<file path="src/rtl/cp0_pkg.sv">
// cp0_pkg: shared types and constants for the CP0 external-interrupt path.
// Holds the controller state encoding, the interrupt ExcCode and the default source count.
// Imported by the interface, the edge detector and the interrupt controller top.
package cp0_pkg;

    // Controller state: waiting for a source, requesting CP0, or handler running.
    typedef enum logic [1:0] {
        IDLE    = 2'd0,
        REQ     = 2'd1,
        SERVICE = 2'd2
    } state_t;

    // CP0 Cause.ExcCode value used for external interrupts.
    localparam logic [4:0] EXC_INT = 5'b00000;

    // Default number of external interrupt sources.
    localparam int DEFAULT_N_IRQ = 6;

endpackage

</file>
<file path="src/rtl/interrupt_controller_if.sv">
// interrupt_controller_if: groups the I/O-side and CP0-side signals of the interrupt controller.
// master: the controller (drives int_req/int_id/read-back); slave: CP0 and I/O side.
// Signals: irq_in, mask_we, mask_wdata, int_ack, eret in; int_req, int_id, mask_out, pending_out, in_service out.
interface interrupt_controller_if
    import cp0_pkg::*;
#(
    parameter int N_IRQ = DEFAULT_N_IRQ,
    parameter int ID_W  = 3
);
    logic [N_IRQ-1:0] irq_in;
    logic             mask_we;
    logic [N_IRQ-1:0] mask_wdata;
    logic             int_ack;
    logic             eret;
    logic             int_req;
    logic [ID_W-1:0]  int_id;
    logic [N_IRQ-1:0] mask_out;
    logic [N_IRQ-1:0] pending_out;
    logic             in_service;

    modport master (
        input  irq_in, mask_we, mask_wdata, int_ack, eret,
        output int_req, int_id, mask_out, pending_out, in_service
    );

    modport slave (
        output irq_in, mask_we, mask_wdata, int_ack, eret,
        input  int_req, int_id, mask_out, pending_out, in_service
    );
endinterface

</file>
<file path="src/rtl/irq_sync_edge.sv">
// irq_sync_edge: per-bit two-flop synchroniser plus history flop and rising-edge detector.
// Ports: clock, reset (sync, active-high), d = raw async lines, rise = one-cycle edge pulses.
// Latency: a line high before edge E1 shows as a rise pulse after E2 (consumed at E3).
module irq_sync_edge #(
    parameter int W = 6
) (
    input  logic         clock,
    input  logic         reset,
    input  logic [W-1:0] d,
    output logic [W-1:0] rise
);
    logic [W-1:0] s1;
    logic [W-1:0] s2;
    logic [W-1:0] s3;
    logic [1:0]   arm_cnt;
    logic         armed;

    always_ff @(posedge clock) begin
        if (reset) begin
            s1      <= '0;
            s2      <= '0;
            s3      <= '0;
            arm_cnt <= 2'd0;
        end else begin
            s1 <= d;
            s2 <= s1;
            s3 <= s2;
            if (arm_cnt != 2'd3) begin
                arm_cnt <= arm_cnt + 2'd1;
            end
        end
    end

    // The chain is cleared by reset, so a line that is already high would look
    // like a fresh edge while s1..s3 refill. Edges are only reported once the
    // history flop holds a real sample (three clocks after reset), so lines high
    // through reset never create a pending event.
    assign armed = (arm_cnt == 2'd3);
    assign rise  = s2 & ~s3 & {W{armed}};

endmodule

</file>
<file path="src/rtl/interrupt_controller.sv">
// interrupt_controller: collects peripheral IRQs into a pending register, masks them,
// picks the lowest-index eligible source and holds a request to CP0 until ack, then waits for eret.
// Ports: clock, reset (sync, active-high), bus (master modport: irq/mask/ack/eret in, req/id/readback out).
module interrupt_controller
    import cp0_pkg::*;
#(
    parameter int N_IRQ = DEFAULT_N_IRQ,
    parameter int ID_W  = 3
) (
    input  logic                   clock,
    input  logic                   reset,
    interrupt_controller_if.master bus
);
    logic [N_IRQ-1:0] rise;
    logic [N_IRQ-1:0] pending;
    logic [N_IRQ-1:0] mask;
    logic [N_IRQ-1:0] eligible;
    logic [N_IRQ-1:0] ack_clr;

    state_t           state;
    logic             int_req_q;
    logic             in_service_q;
    logic [ID_W-1:0]  int_id_q;

    // Fixed priority: the lowest set index wins.
    function automatic logic [ID_W-1:0] prio_enc(input logic [N_IRQ-1:0] v);
        logic [ID_W-1:0] r;
        r = '0;
        for (int i = N_IRQ - 1; i >= 0; i--) begin
            if (v[i]) begin
                r = ID_W'(i);
            end
        end
        return r;
    endfunction

    irq_sync_edge #(
        .W(N_IRQ)
    ) u_sync_edge (
        .clock (clock),
        .reset (reset),
        .d     (bus.irq_in),
        .rise  (rise)
    );

    assign eligible = pending & mask;

    // Pending bit to clear when CP0 accepts the outstanding request.
    always_comb begin
        ack_clr = '0;
        if (state == REQ && bus.int_ack) begin
            for (int i = 0; i < N_IRQ; i++) begin
                if (ID_W'(i) == int_id_q) begin
                    ack_clr[i] = 1'b1;
                end
            end
        end
    end

    // A new edge in the same cycle as the ack clear wins, so the source
    // is not lost if it re-fires while being acknowledged.
    always_ff @(posedge clock) begin
        if (reset) begin
            pending <= '0;
            mask    <= '0;
        end else begin
            pending <= (pending & ~ack_clr) | rise;
            if (bus.mask_we) begin
                mask <= bus.mask_wdata;
            end
        end
    end

    // Request/service sequencer. int_id is latched on entry to REQ and held
    // through SERVICE, so mask writes or higher-priority edges cannot retarget
    // a request CP0 may already be acting on.
    always_ff @(posedge clock) begin
        if (reset) begin
            state        <= IDLE;
            int_req_q    <= 1'b0;
            in_service_q <= 1'b0;
            int_id_q     <= '0;
        end else begin
            case (state)
                IDLE: begin
                    if (|eligible) begin
                        int_id_q  <= prio_enc(eligible);
                        int_req_q <= 1'b1;
                        state     <= REQ;
                    end
                end
                REQ: begin
                    if (bus.int_ack) begin
                        int_req_q    <= 1'b0;
                        in_service_q <= 1'b1;
                        state        <= SERVICE;
                    end
                end
                SERVICE: begin
                    if (bus.eret) begin
                        in_service_q <= 1'b0;
                        state        <= IDLE;
                    end
                end
                default: begin
                    int_req_q    <= 1'b0;
                    in_service_q <= 1'b0;
                    state        <= IDLE;
                end
            endcase
        end
    end

    assign bus.int_req     = int_req_q;
    assign bus.int_id      = int_id_q;
    assign bus.in_service  = in_service_q;
    assign bus.mask_out    = mask;
    assign bus.pending_out = pending;

endmodule
</file>
<file path="src/flat_wrapper.sv">
// flat-port wrapper written by rule: the top's interface ports become plain ports
module interrupt_controller_flat import cp0_pkg::*;
#(
    parameter int N_IRQ = DEFAULT_N_IRQ,
    parameter int ID_W  = 3
)
  (clock, reset, bus_irq_in, bus_mask_we, bus_mask_wdata, bus_int_ack, bus_eret, bus_int_req, bus_int_id, bus_mask_out, bus_pending_out, bus_in_service);
  interrupt_controller_if #(.N_IRQ(N_IRQ), .ID_W(ID_W)) bus_i ();
  input  logic clock;
  input  logic reset;
  input wire logic [$bits(bus_i.irq_in)-1:0] bus_irq_in;
  input wire logic [$bits(bus_i.mask_we)-1:0] bus_mask_we;
  input wire logic [$bits(bus_i.mask_wdata)-1:0] bus_mask_wdata;
  input wire logic [$bits(bus_i.int_ack)-1:0] bus_int_ack;
  input wire logic [$bits(bus_i.eret)-1:0] bus_eret;
  output wire logic [$bits(bus_i.int_req)-1:0] bus_int_req;
  output wire logic [$bits(bus_i.int_id)-1:0] bus_int_id;
  output wire logic [$bits(bus_i.mask_out)-1:0] bus_mask_out;
  output wire logic [$bits(bus_i.pending_out)-1:0] bus_pending_out;
  output wire logic [$bits(bus_i.in_service)-1:0] bus_in_service;
  assign bus_i.irq_in = bus_irq_in;
  assign bus_i.mask_we = bus_mask_we;
  assign bus_i.mask_wdata = bus_mask_wdata;
  assign bus_i.int_ack = bus_int_ack;
  assign bus_i.eret = bus_eret;
  assign bus_int_req = bus_i.int_req;
  assign bus_int_id = bus_i.int_id;
  assign bus_mask_out = bus_i.mask_out;
  assign bus_pending_out = bus_i.pending_out;
  assign bus_in_service = bus_i.in_service;
  interrupt_controller #(.N_IRQ(N_IRQ), .ID_W(ID_W)) u_core (.clock(clock), .reset(reset), .bus(bus_i));
endmodule
</file>
<file path="config.mk">
export PLATFORM = sky130hd
export DESIGN_NAME = interrupt_controller_flat
export DESIGN_NICKNAME = d
export VERILOG_FILES = /design/src/rtl/cp0_pkg.sv /design/src/rtl/interrupt_controller_if.sv /design/src/rtl/irq_sync_edge.sv /design/src/rtl/interrupt_controller.sv /design/src/flat_wrapper.sv
export SDC_FILE = /design/constraint.sdc
export NUM_CORES = 1
export LEC_CHECK = 0
export CAP_MARGIN = 20
export CORE_ASPECT_RATIO = 0.5
export CORE_MARGIN = 4
export CORE_UTILIZATION = 51
export DETAILED_ROUTE_END_ITERATION = 12
export GPL_ROUTABILITY_DRIVEN = 1
export GPL_TIMING_DRIVEN = 0
export PLACE_DENSITY = 0.82
export SLEW_MARGIN = 30
export SYNTH_ARGS = -nofsm -noshare
export SYNTH_HDL_FRONTEND = slang
export SYNTH_SLANG_ARGS = --single-unit
</file>
<file path="constraint.sdc">
create_clock -name clock -period 1.7 [get_ports clock]
set_clock_uncertainty 0.1 [all_clocks]
set_input_delay 0.17 -clock clock [delete_from_list [all_inputs] [get_ports clock]]
set_output_delay 0.17 -clock clock [all_outputs]
set_load 0.05 [all_outputs]
</file>
==> summary.md, run 1 <==
| Metric | Value |
|---|---|
| Postcts setup bufs | 0 |
| Initial Utilization | 53.7% |
| Worst R2R Path Depth | 4 |
| CTS Buffer Depth | 2 |
| Die width | 82.0 um |
| Fillcell total | 216 |
| Clk_lat worst skew | 290 ps |
| H-tree depth | 2 |
| Power per Cell Area | 988 nW/um2 |
| Vias in the first global route | 965 |
| Status | finished clean |
| CP delay by family, top | buffers and inverters |
| Routed Antenna Nets | 0 |
| Fin Setup TNS | 0 ps |
| Area growth syn-to-layout | 31.8% |
| Initial antenna violation count | 0 |
| Final setup viols | 0 |
| Setup CP Type | reg2out |
| Wire length per cell | 12.5 um |
| Pleak | 0.756 nW |
| Clock Tree Root | clkbuf_8 |
| Hold Path Class | in2reg |
| Hold violation total from the final report | 0 |
| Nets@finish | 192 |
| Slew Viols, Final | 0 |
| Placement Cell Area | 1760 um2 |
| Via Count | 1085 |
| Routability cong. | 0.796 |
| Gr usage total | 16.1% |
| Worst Setup EP | bus_int_id[1] |
| CP Max Fanout | 6 |
| Largest net degree at the start of global routing | 14 |
| IO buf count | 32 |
| Flop and latch count out of synthesis | 39 |
| Final WL | 2650 um |
| # rows | 13 |
| Core ar. | 2600 um2 |
| Sequential area share after synthesis | 55.9% |
| Synth Cell Area | 1400 um2 |
| Worst setup startpoint | u_core.bus.int_id[1] |
| Synth unique cells | 29 |
| Syn_nets | 153 |
| Crit-path max cell delay | 560 ps |
| CTS Buf Count | 5 |
| R2R Path Start | u_core.u_sync_edge.arm_cnt[0] |
| Post-synthesis cell count | 135 |
| Die span in y | 45.0 um |
| R2R Path End | u_core.u_sync_edge.arm_cnt[1] |
| Crit. End Element | primary output |
| Unrepaired setup endpoints after global routing | false |
| Post-Layout Inst Area | 1840 um2 |
| Startpoint Class | flip-flop |
| CP Cell Sequence | dlygate4sd2_1 |
| CP bufs+invs | 1 |
| Peak supply drop | 644 uV |
| DPL Wire Length | 2000 um |
| Critical-path top delay cell | dlygate4sd2_1 |
| Worst reg-to-reg setup slack | 370 ps |
| Ports | 34 |
| Critical Path AT | 1290 ps |
| Fmax | 642 MHz |
| Total number of cells along the worst setup path | 1 |
| Least-Margin Pin Slew | 505 ps |
| Pre-antenna DRT Iters | 4 |
| Number of synthesized flops with an enable pin | 0 |
| Grt ovf | 0 |
| DR iter-0 viols | 46 |
| Main flop type after synthesis | dfxtp_1 |
| Yosys Warn Count | 0 |
| First-pass GRT wire length | 4350 um |
| Storage cell area | 781 um2 |
| Total die area | 3690 um2 |
| Slew HR | 66.4% |
| CP required | 1430 ps |
| Drc violations | 0 |
| Mapped Avg Cell Area | 10.4 um2 |
| Worst slack, placed | 20.3 ps |
| ANT cells | 0 |
| Area of the multi-input gates | 574 um2 |
| FFs w/ async S/R, synth | 0% |
| Clk sink count | 39 |
| Final worst slack | 142 ps |
| Hold-fix buffer count after cts | 0 |
| Fraction of layout cells with a size suffix above 1 | 6.86% |
| TritonCTS clock tree | done |
| Via-to-Cell Ratio | 5.12 |
| Min cycle time layout | 1560 ps |
| Fin crit share | 91.6% |
| Max cap viols | 0 |
| Clock slew at reported path FFs | 80 ps |
## how the worst min path moves through the flow
stage                              from                        to  slack, ps  cells past startpoint
2_1_floorplan             bus_irq_in[0]  u_core.u_sync_edge.s1[0]        200                      1
3_3_place_gp   u_core.u_sync_edge.s1[5]  u_core.u_sync_edge.s2[5]        320                      1
3_5_place_dp   u_core.u_sync_edge.s1[1]  u_core.u_sync_edge.s2[1]        320                      1
4_1_cts                     bus_mask_we    u_core.bus.mask_out[5]        230                      3
5_1_grt                     bus_mask_we    u_core.bus.mask_out[5]        280                      3
6_report                    bus_mask_we    u_core.bus.mask_out[5]        240                      3
## routing by layer
metal	global-route usage (%)	routed length [um]	vias to the layer above
met4	7.62	33	0
met1	19.5	1250	506
met3	6.18	178	2
li1	-	-	546
met2	25.8	1180	31
met5	0	0	-
## state kept, by name, indices dropped and copies added, names as in the netlist, 2 cells and up
signal                      count
u_core.bus.mask_out             6
u_core.u_sync_edge.arm_cnt      2
u_core.u_sync_edge.s3           6
u_core.u_sync_edge.s1           6
u_core.u_sync_edge.s2           6
u_core.bus.int_id               3
u_core.state                    2
u_core.bus.pending_out          6
## cells in the mapped netlist, drive strengths merged, types with 2 or more instances
cell	count	area share, %
buf	2	0.63
o41ai	3	1.9
o21ai	5	1.8
a22o	3	2.5
nand4	2	0.90
dfxtp	39	56
clkbuf	4	1.1
a32oi	2	1.3
mux2i	7	5.0
nand3b	7	3.8
a21oi	9	3.2
inv	5	1.3
o21a	2	1.1
nor2	14	3.9
nand2	3	0.81
nor2b	18	8.1
## power breakdown
part	total (mW)	switching, mW	internal (mW)
sequential	0.978	0.0247	0.953
combinational	0.183	0.101	0.0816
clock	0.658	0.328	0.331
## cells in the final DEF (no fill, tap or decap)
| cell | n |
|---|---|
| nand2_1 | 3 |
| dfxtp_1 | 39 |
| a22o_1 | 2 |
| o41ai_1 | 3 |
| inv_1 | 5 |
| a221o_1 | 1 |
| nand3_1 | 1 |
| a21oi_1 | 9 |
| o21ai_0 | 5 |
| nor2_2 | 1 |
| a211oi_1 | 1 |
| or3b_1 | 1 |
| xor2_1 | 1 |
| nor2_1 | 13 |
| nand4_1 | 2 |
| o31ai_4 | 1 |
| a2bb2oi_1 | 1 |
| clkbuf_1 | 4 |
| nor3_1 | 1 |
| mux2i_1 | 7 |
| a32oi_1 | 2 |
| clkdlybuf4s50_1 | 15 |
| clkbuf_8 | 6 |
| buf_2 | 1 |
| clkinv_4 | 1 |
| clkinvlp_4 | 1 |
| dlygate4sd2_1 | 17 |
| a22o_4 | 1 |
| and3b_1 | 1 |
| buf_1 | 1 |
| o21a_1 | 2 |
| ha_1 | 1 |
| nor2b_1 | 18 |
| nand3b_1 | 7 |
## per-stage QoR
stage | util, % | total power, mW | hold slack [ps] | instances
global route | 70.8 | 1.90 | 284 | 212
detailed placement | 67.8 | 1.19 | 324 | 204
global placement | 67.8 | 1.18 | 317 | 204
floorplan | - | 1.11 | 198 | 135
CTS | 70.8 | 1.84 | 233 | 212
finish | 70.8 | 1.82 | 241 | 212
## logic make-up (layout without fill, tap and decap cells)
group                    count (synthesis)  count (layout)  share of synthesized area (%)
AO/OA/AOI/OAI                           28              28                           15.1
XOR/XNOR                                 1               1                          0.627
adder cells (fa/ha/maj)                  1               1                          0.895
buffers and inverters                   11              51                           3.04
flip-flops                              39              39                           55.9
multiplexers                             7               7                           5.01
AND/OR/NAND/NOR                         48              48                           19.4
## worst min-delay path: stages
cell and delay, ps:
clkbuf_1 200, mux2i_1 160, nor2_1 70
## timing repair
| action | in CTS | in global routing |
|---|---|---|
| resized for setup | 17 | 0 |
| setup endpoints to repair | 17 | 0 |
| hold endpoints to repair | 0 | 0 |
## layout make-up
cell class | count | area share (%)
flip-flops and latches | 39 | 42.4
multi-input cells | 85 | 31.2
repair buffers | 32 | 16.2
clock buffers | 6 | 4.48
well taps | 37 | 2.51
plain buffers | 6 | 1.29
inverters | 5 | 1.02
clock inverters | 2 | 0.883
Note: power is estimated with default switching activity, not from simulation.
==> run 2: changes to the inputs <==
--- a/config.mk
+++ b/config.mk
@@ -6,7 +6,7 @@
 export NUM_CORES = 1
 export LEC_CHECK = 0
 export CAP_MARGIN = 20
-export CORE_ASPECT_RATIO = 0.5
+export CORE_ASPECT_RATIO = 1.1
 export CORE_MARGIN = 4
 export CORE_UTILIZATION = 51
 export DETAILED_ROUTE_END_ITERATION = 12
==> run 2 against run 1 <==
Non-clock buffer count unchanged. Sequential power about the same. Routed wire length increased by 8.7%. Flip-flop and latch count unchanged. Clock power decreased by 3.5%. Combinational power about the same. Cell area decreased by 1.1%. Critical path type unchanged. Critical endpoint is now bus_int_id[2].
==> summary.md, run 2 (synthesized netlist as in run 1, its figures left out) <==
| Metric | Value |
|---|---|
| Gr usage total | 17.5% |
| TritonCTS clock tree | done |
| Pre-antenna DRT Iters | 4 |
| Slew HR | 66.4% |
| Hold violation total from the final report | 0 |
| # rows | 19 |
| WHS Path Cells | 3 |
| Worst reg-to-reg setup slack | 360 ps |
| Crit-path max cell delay | 570 ps |
| Routability cong. | 0.782 |
| Final setup viols | 0 |
| Max cap viols | 0 |
| Crit. End Element | primary output |
| Commonest non-fill, non-tap cell in the layout | dfxtp_1 |
| Routed Antenna Nets | 0 |
| CTS Buffer Depth | 2 |
| Total number of cells along the worst setup path | 1 |
| Vias in the first global route | 1072 |
| Clock Tree Root | clkbuf_4 |
| Die width | 57.9 um |
| Unrepaired setup endpoints after global routing | false |
| H-tree depth | 2 |
| Initial antenna violation count | 0 |
| Grt ovf | 0 |
| Clk_lat worst skew | 340 ps |
| Worst Min Path Start | bus_mask_we |
| CP bufs+invs | 1 |
| First-pass GRT wire length | 4830 um |
| Total die area | 3640 um2 |
| Worst setup startpoint | u_core.bus.int_id[2] |
| Fin crit share | 97.0% |
| CP delay by family, top | buffers and inverters |
| Fin Setup TNS | 0 ps |
| Clk sink count | 39 |
| Critical Path AT | 1380 ps |
| Die span in y | 62.9 um |
| Startpoint Class | flip-flop |
| Peak supply drop | 832 uV |
| Clock slew at reported path FFs | 110 ps |
| DR iter-0 viols | 21 |
| Worst R2R Path Depth | 3 |
| CP required | 1430 ps |
| Final WL | 2880 um |
| Critical-path top delay cell | dlygate4sd2_1 |
| DPL Wire Length | 2140 um |
| Postcts setup bufs | 0 |
| Core ar. | 2570 um2 |
| Final Non-Filler Cells | 206 |
| Nets@finish | 192 |
| Power per Cell Area | 986 nW/um2 |
| Via-to-Cell Ratio | 5.27 |
| Pleak | 0.756 nW |
| Placed cell count | 198 |
| R2R Path Start | u_core.state[0] |
| Fmax | 606 MHz |
| Fraction of layout cells with a size suffix above 1 | 6.86% |
| Initial Utilization | 54.4% |
| Drc violations | 0 |
| Wire length per cell | 14.0 um |
| CP Max Fanout | 6 |
| Ports | 34 |
| CP Cell Sequence | dlygate4sd2_1 |
| Min cycle time layout | 1650 ps |
| Hold Path Class | in2reg |
| Status | finished clean |
| CTS Buf Count | 5 |
| ANT cells | 0 |
| Commonest cells after routing, fill and taps aside | 39 x dfxtp_1, 18 x nor2b_1, 17 x dlygate4sd2_1, 15 x clkdlybuf4s50_1, 13 x nor2_1 |
| Slew Viols, Final | 0 |
| Setup CP Type | reg2out |
| Area growth syn-to-layout | 30.3% |
| Largest net degree at the start of global routing | 13 |
| IO buf count | 32 |
| Least-Margin Pin Slew | 505 ps |
| Via Count | 1086 |
-- run 2: worst paths after layout --
kind	end
setup reg to reg	u_core.bus.pending_out[2]
hold / removal	u_core.bus.mask_out[1]
setup / recovery	bus_int_id[2]
hold reg to reg	u_core.u_sync_edge.s2[5]
-- run 2: area by class of cell --
cell class	count	area (um2)
Sequential cell	39	781
Tap cell	31	38.8
Buffer	6	23.8
Clock buffer	6	51.3
Fill cell	223	746
Multi-Input combinational cell	85	574
Clock inverter	2	35.0
Timing Repair Buffer	32	299
Inverter	5	18.8
-- run 2: repair_timing --
action | CTS | global route
gates resized for setup | 17 | 0
endpoints found under the setup margin | 17 | 0
hold buffers | 0 | 0
-- run 2: per-layer routing --
layer	GRT usage, %	vias up	share of wire [%]	routed length (um)
li1	-	549	-	-
met1	19.2	507	41	1190
met2	29.7	27	52	1490
met3	4.96	3	5.7	163
met4	9.57	0	1.1	31
met5	0	-	0	0
-- run 2: power by group --
part	leakage, nW	internal [mW]	switching [mW]	total (mW)
Clock	0.0482	0.347	0.288	0.635
Combinational	0.389	0.0815	0.0998	0.181
Sequential	0.319	0.954	0.0252	0.979
Total	0.756	1.38	0.413	1.80
-- run 2: per-stage QoR --
stage               hold WS, ps  utilization, %  area (um2)  worst slack (ps)  power [mW]
floorplan                   198               -        1400               228        1.11
global placement            317            68.4        1760              59.5        1.18
detailed placement          323            68.4        1760              9.39        1.19
CTS                         176            71.0        1820              42.0        1.81
global route                199            71.0        1820              12.8        1.87
finish                      186            71.0        1820              50.7        1.80
